--- config.mk ---
export PLATFORM = sky130hd
export DESIGN_NAME = fp32_pow_seq
export DESIGN_NICKNAME = d
export VERILOG_FILES = /design/src/rtl/fp32_pow_seq.sv
export SDC_FILE = /design/constraint.sdc
export NUM_CORES = 1
export LEC_CHECK = 0
export ABC_CLOCK_PERIOD_IN_PS = 1700
export BUFFER_PORTS_ARGS = -buffer_cell sky130_fd_sc_hd__buf_2
export CAP_MARGIN = 20
export CORE_ASPECT_RATIO = 0.8
export CORE_MARGIN = 4
export CORE_UTILIZATION = 48
export CTS_CLUSTER_DIAMETER = 150
export DETAILED_ROUTE_END_ITERATION = 16
export GPL_TIMING_DRIVEN = 0
export PLACE_DENSITY = 0.86
export SLEW_MARGIN = 20
export SYNTH_ARGS = -nofsm -noshare
export SYNTH_HDL_FRONTEND = slang
export SYNTH_SLANG_ARGS = --single-unit
--- constraint.sdc ---
create_clock -name clk_i -period 1.7 [get_ports clk_i]
set_input_delay 0.255 -clock clk_i [delete_from_list [all_inputs] [get_ports clk_i]]
set_output_delay 0.255 -clock clk_i [all_outputs]
set_load 0.02 [all_outputs]
--- src/rtl/fp32_pow_seq.sv ---
// fp32_pow_seq: drives an external FP32 multiplier to produce x^1..x^n.
// Each power is emitted as an indexed one-cycle strobe. A multiply that does
// not complete within TIMEOUT cycles aborts the request with an error.
//
// Multiplier handshake (initiator side):
//   mul_valid_o pulses for exactly one cycle per request. mul_a_o and mul_b_o
//   are loaded as the ISSUE state is entered and are held until the next
//   request. At most one request is outstanding. mul_done_i is accepted only
//   in WAIT and is ignored in every other state.
module fp32_pow_seq #(
  parameter int DATA_WIDTH = 32,
  parameter int N_MAX      = 16,
  parameter int IDX_W      = 5,
  parameter int TIMEOUT    = 64
) (
  input  logic                  clk_i,
  input  logic                  rstn_i,
  input  logic                  start_i,
  input  logic [DATA_WIDTH-1:0] x_i,
  input  logic [IDX_W-1:0]      n_i,
  output logic                  busy_o,
  output logic                  term_valid_o,
  output logic [DATA_WIDTH-1:0] term_o,
  output logic [IDX_W-1:0]      term_idx_o,
  output logic                  done_o,
  output logic                  err_o,
  output logic                  mul_valid_o,
  output logic [DATA_WIDTH-1:0] mul_a_o,
  output logic [DATA_WIDTH-1:0] mul_b_o,
  input  logic [DATA_WIDTH-1:0] mul_result_i,
  input  logic                  mul_done_i
);

  localparam int TW = $clog2(TIMEOUT + 1);
  localparam logic [IDX_W-1:0] N_MAX_V   = IDX_W'(N_MAX);
  localparam logic [TW-1:0]    TO_LAST_V = TW'(TIMEOUT - 1);

  typedef enum logic [2:0] {
    S_IDLE  = 3'd0,
    S_EMIT  = 3'd1,
    S_ISSUE = 3'd2,
    S_WAIT  = 3'd3,
    S_DONE  = 3'd4,
    S_ERR   = 3'd5
  } state_t;

  state_t                state_q, state_d;
  logic [DATA_WIDTH-1:0] x_q, x_d;
  logic [DATA_WIDTH-1:0] acc_q, acc_d;
  logic [IDX_W-1:0]      n_q, n_d;
  logic [IDX_W-1:0]      k_q, k_d;
  logic [TW-1:0]         timer_q, timer_d;
  logic [DATA_WIDTH-1:0] term_q, term_d;
  logic [IDX_W-1:0]      term_idx_q, term_idx_d;
  logic [DATA_WIDTH-1:0] mul_a_q, mul_a_d;
  logic [DATA_WIDTH-1:0] mul_b_q, mul_b_d;
  logic [IDX_W-1:0]      n_clamp;

  // Requested term count saturated at N_MAX.
  assign n_clamp = (n_i > N_MAX_V) ? N_MAX_V : n_i;

  // Next-state and datapath update; the held output registers load only as the
  // state that strobes them is entered, so they are stable otherwise.
  always_comb begin
    state_d    = state_q;
    x_d        = x_q;
    acc_d      = acc_q;
    n_d        = n_q;
    k_d        = k_q;
    timer_d    = timer_q;
    term_d     = term_q;
    term_idx_d = term_idx_q;
    mul_a_d    = mul_a_q;
    mul_b_d    = mul_b_q;
    case (state_q)
      S_IDLE: begin
        if (start_i) begin
          x_d   = x_i;
          n_d   = n_clamp;
          k_d   = IDX_W'(1);
          acc_d = x_i;
          if (n_clamp == '0) begin
            state_d = S_DONE;
          end else begin
            state_d    = S_EMIT;
            term_d     = x_i;
            term_idx_d = IDX_W'(1);
          end
        end
      end
      S_EMIT: begin
        if (k_q == n_q) begin
          state_d = S_DONE;
        end else begin
          k_d     = k_q + IDX_W'(1);
          mul_a_d = acc_q;
          mul_b_d = x_q;
          state_d = S_ISSUE;
        end
      end
      S_ISSUE: begin
        timer_d = '0;
        state_d = S_WAIT;
      end
      S_WAIT: begin
        if (mul_done_i) begin
          acc_d      = mul_result_i;
          term_d     = mul_result_i;
          term_idx_d = k_q;
          state_d    = S_EMIT;
        end else if (timer_q == TO_LAST_V) begin
          state_d = S_ERR;
        end else begin
          timer_d = timer_q + TW'(1);
        end
      end
      S_DONE:  state_d = S_IDLE;
      S_ERR:   state_d = S_IDLE;
      default: state_d = S_IDLE;
    endcase
  end

  // State and datapath registers with synchronous active-low clear.
  always_ff @(posedge clk_i) begin
    if (!rstn_i) begin
      state_q    <= S_IDLE;
      x_q        <= '0;
      acc_q      <= '0;
      n_q        <= '0;
      k_q        <= '0;
      timer_q    <= '0;
      term_q     <= '0;
      term_idx_q <= '0;
      mul_a_q    <= '0;
      mul_b_q    <= '0;
    end else begin
      state_q    <= state_d;
      x_q        <= x_d;
      acc_q      <= acc_d;
      n_q        <= n_d;
      k_q        <= k_d;
      timer_q    <= timer_d;
      term_q     <= term_d;
      term_idx_q <= term_idx_d;
      mul_a_q    <= mul_a_d;
      mul_b_q    <= mul_b_d;
    end
  end

  // Moore output decode from registered state and data.
  always_comb begin
    busy_o       = (state_q != S_IDLE);
    term_valid_o = (state_q == S_EMIT);
    done_o       = (state_q == S_DONE) || (state_q == S_ERR);
    err_o        = (state_q == S_ERR);
    mul_valid_o  = (state_q == S_ISSUE);
    term_o       = term_q;
    term_idx_o   = term_idx_q;
    mul_a_o      = mul_a_q;
    mul_b_o      = mul_b_q;
  end

endmodule

==> flow_metrics.env <==
export IMPL_tritoncts="built"
export IMPL_die_width_um=149.4
export IMPL_power_mw=11.20
export IMPL_clk_pin_slew_worst_paths_ps=70
export IMPL_netlist_area_leader_share=0.4826
export IMPL_syn_area_mm2=0.007675
export IMPL_required_ps=2030
export IMPL_cts_sinks=185
export IMPL_ant_nets=0
export IMPL_leakage_nw=4.733
export IMPL_yosys_most_used_dff="dfxtp_1"
export IMPL_gr_total_overflow=0
export IMPL_grt_pass1_vias=6821
export IMPL_worstPathMaxFanout=5
export IMPL_hpwl_mm=16.29
export IMPL_postSynthCellCount=819
export IMPL_gp_congestion=0.9191
export IMPL_ir_drop_mv=0.6366
export IMPL_final_area_mm2=0.01039
export IMPL_firstDrtPassIters=5
export IMPL_cts_buffer_depth=2
export IMPL_synth_edff_count=0
export IMPL_drc=0
export IMPL_hold_path_class="in2reg"
export IMPL_async_reset_ff_frac=0
export IMPL_yosys_cell_count_top_type="nand2_1"
export IMPL_initial_utilization=0.4873
export IMPL_coreArea_mm2=0.01575
export IMPL_clock_latency_ps=430
export IMPL_crit_path_end="term_o[19]"
export IMPL_dpl_cell_area_mm2=0.008835
export IMPL_tightest_slew_ps=613.3
export IMPL_pin_count=179
export IMPL_final_nets=1112
export IMPL_ys_ff_latch=185
export IMPL_grt_pass1_wl_mm=35.41
export IMPL_period_needed_ps=1736
export IMPL_r2r_slack_ps=-40
export IMPL_slew_viol_final=0
export IMPL_vias=7147
export IMPL_row_count=41
export IMPL_drt_iter0_drc=639
export IMPL_status="finished with violations"
export IMPL_cts_buffers_inserted=17
export IMPL_rsz0062_at_grt="true"
export IMPL_ys_types=49
export IMPL_grt_antenna_before_repair=3
export IMPL_design_die_area_mm2=0.01809
export IMPL_crit_path_start="state_q[2]"
export IMPL_synth_area_leaders="dfxtp_1 (48%), mux2i_1 (13%), nand2_1 (12%)"
export IMPL_fill_cells=1167
export IMPL_worstSetupPathType="reg2reg"
export IMPL_die_h_um=121.1
export IMPL_critPathLaunchType="flip-flop"
export IMPL_ys_warn_count=0
export IMPL_yosys_area_top_type="dfxtp_1"
export IMPL_max_freq_ghz=0.5760
export IMPL_period_share=1.021
export IMPL_syn_to_final_growth_pct=35.38
export IMPL_drive_gt1_frac=0.3229
export IMPL_avgSynthCellArea_um2=9.371
export IMPL_viasPerCell=5.636
export IMPL_slew_headroom=0.5911
export IMPL_cts_root_buf="clkbuf_16"
export IMPL_fin_ws_ps=-36.19
export IMPL_synth_fp_nets=894
export IMPL_clock_skew_final_ps=8.741
export IMPL_reg2regPathDepth=7
export IMPL_endpoint_kind="flip-flop"
export IMPL_wl_per_cell_um=19.61
export IMPL_port_buffers=178
export IMPL_hold_viol_final=0
export IMPL_timing_rr_start="state_q[2]"
export IMPL_violations="setup timing"
export IMPL_worst_r2r_endpoint="term_o[19]"
export IMPL_htreeDepth=4
export IMPL_cap_viol_max_count=0
export IMPL_worstPathArrival_ps=2070
export IMPL_power_per_cell_area_mw_per_mm2=1078
export IMPL_grt_start_max_net_pins=17
export IMPL_seq_area_frac_synth=0.4826
export IMPL_routed_wl_mm=24.87
export IMPL_setup_viol=19
export IMPL_synthTopCellsByCount="nand2_1 (241), dfxtp_1 (185), mux2i_1 (99)"
export IMPL_grt_usage=0.2478
placed cells by master (no fill, tap or decap), types with 6 or more instances in the layout:
| master | count |
|---|---|
| buf_6 | 15 |
| a21oi_1 | 8 |
| clkinv_2 | 6 |
| clkbuf_16 | 21 |
| dfxtp_1 | 177 |
| nand3_1 | 11 |
| nand2_1 | 239 |
| o21ai_1 | 24 |
| o21ai_0 | 12 |
| buf_4 | 23 |
| mux2i_1 | 66 |
| mux2i_4 | 32 |
| buf_2 | 183 |
| dfxtp_2 | 6 |
| clkbuf_1 | 25 |
| a21boi_0 | 41 |
| o211a_1 | 65 |
worst min-delay path by stage:
stage	from	to	slack, ps	depth (start not counted)
after floorplan	n_i[4]	n_q[4]	400	2
after global placement	mul_b_o[3]	mul_b_o[3]	440	2
after detailed placement	mul_a_o[12]	mul_a_o[12]	440	2
after CTS	x_i[27]	x_q[27]	80	3
after global routing	x_i[25]	x_q[25]	120	3
final	x_i[19]	x_q[19]	110	3
where the power goes:
group	internal [mW]	leakage (nW)	total (mW)	switching [mW]
registers	4.68	1.52	4.91	0.222
logic	0.972	2.92	2.29	1.32
clock network	2.27	0.292	4.00	1.73
total	7.93	4.73	11.2	3.27
through the flow:
step	setup WS [ps]	utilization	hold slack (ps)	setup TNS, ps	cells
after CTS	-27.64	0.6316	83.93	-88.19	1256
after global routing	-80.59	0.6597	123.6	-1365	1268
final	-36.19	0.6597	110.8	-381.5	1268
after detailed placement	-521.2	0.5610	443.4	-45300	1212
after floorplan	-7.212	-	399.9	-159.4	819
after global placement	-490.6	0.5610	439.6	-40910	1212
routing by layer:
layer / wire length [µm] / track usage / vias up
met1: 10110 / 0.3165 / 3406
met3: 2049 / 0.05937 / 92
li1: - / - / 3272
met5: 0 / 0 / -
met2: 11670 / 0.4065 / 377
met4: 1040 / 0.09720 / 0
final cells by class:
type	count	area [µm²]	share of cell area
Antenna cell	3	7.507	0.0007225
Buffer	65	499.2	0.04805
Tap cell	215	269.0	0.02589
Timing Repair Buffer	199	1155	0.1112
Clock buffer	20	466.7	0.04492
Clock inverter	12	122.6	0.01180
Sequential cell	185	3719	0.3579
Multi-Input combinational cell	566	4140	0.3985
Inverter	3	11.26	0.001084
worst max-delay path, cell delays in order (launching register included):
cell,delay (ps)
dfxtp_2,340
buf_6,130
and3b_2,290
buf_12,160
buf_12,150
mux2i_4,310
o21ai_1,110
o211a_1,130
cell families (layout without fill, tap and decap cells):
group | Yosys count | in the layout | share of synthesized area
other | 0 | 3 | 0
adder cells (fa/ha/maj) | 2 | 2 | 0.003260
XOR/XNOR | 6 | 6 | 0.006847
flip-flops | 185 | 185 | 0.4826
AND/OR/NAND/NOR | 292 | 293 | 0.1625
AO/OA/AOI/OAI | 166 | 166 | 0.1712
multiplexers | 99 | 99 | 0.1291
buffers and inverters | 69 | 299 | 0.04451
registers in the layout, summed over array words and instances, names as in the netlist:
name and count:
mul_b_o 32, term_idx_o 5, x_q 32, timer_q 7
mul_a_o 32, n_q 5, term_o 32, k_q 5
acc_q 32, state_q 3
what timing repair did:
| item | in CTS | in global routing |
|---|---|---|
| endpoints found under the setup margin | 171 | 163 |
| resized for setup | 99 | 97 |
| hold buffers | 0 | 0 |
| pin swaps | 5 | 11 |
| cloned | 2 | 6 |
| buffers inserted | 11 | 3 |
Note: power is estimated with default switching activity, not from simulation.
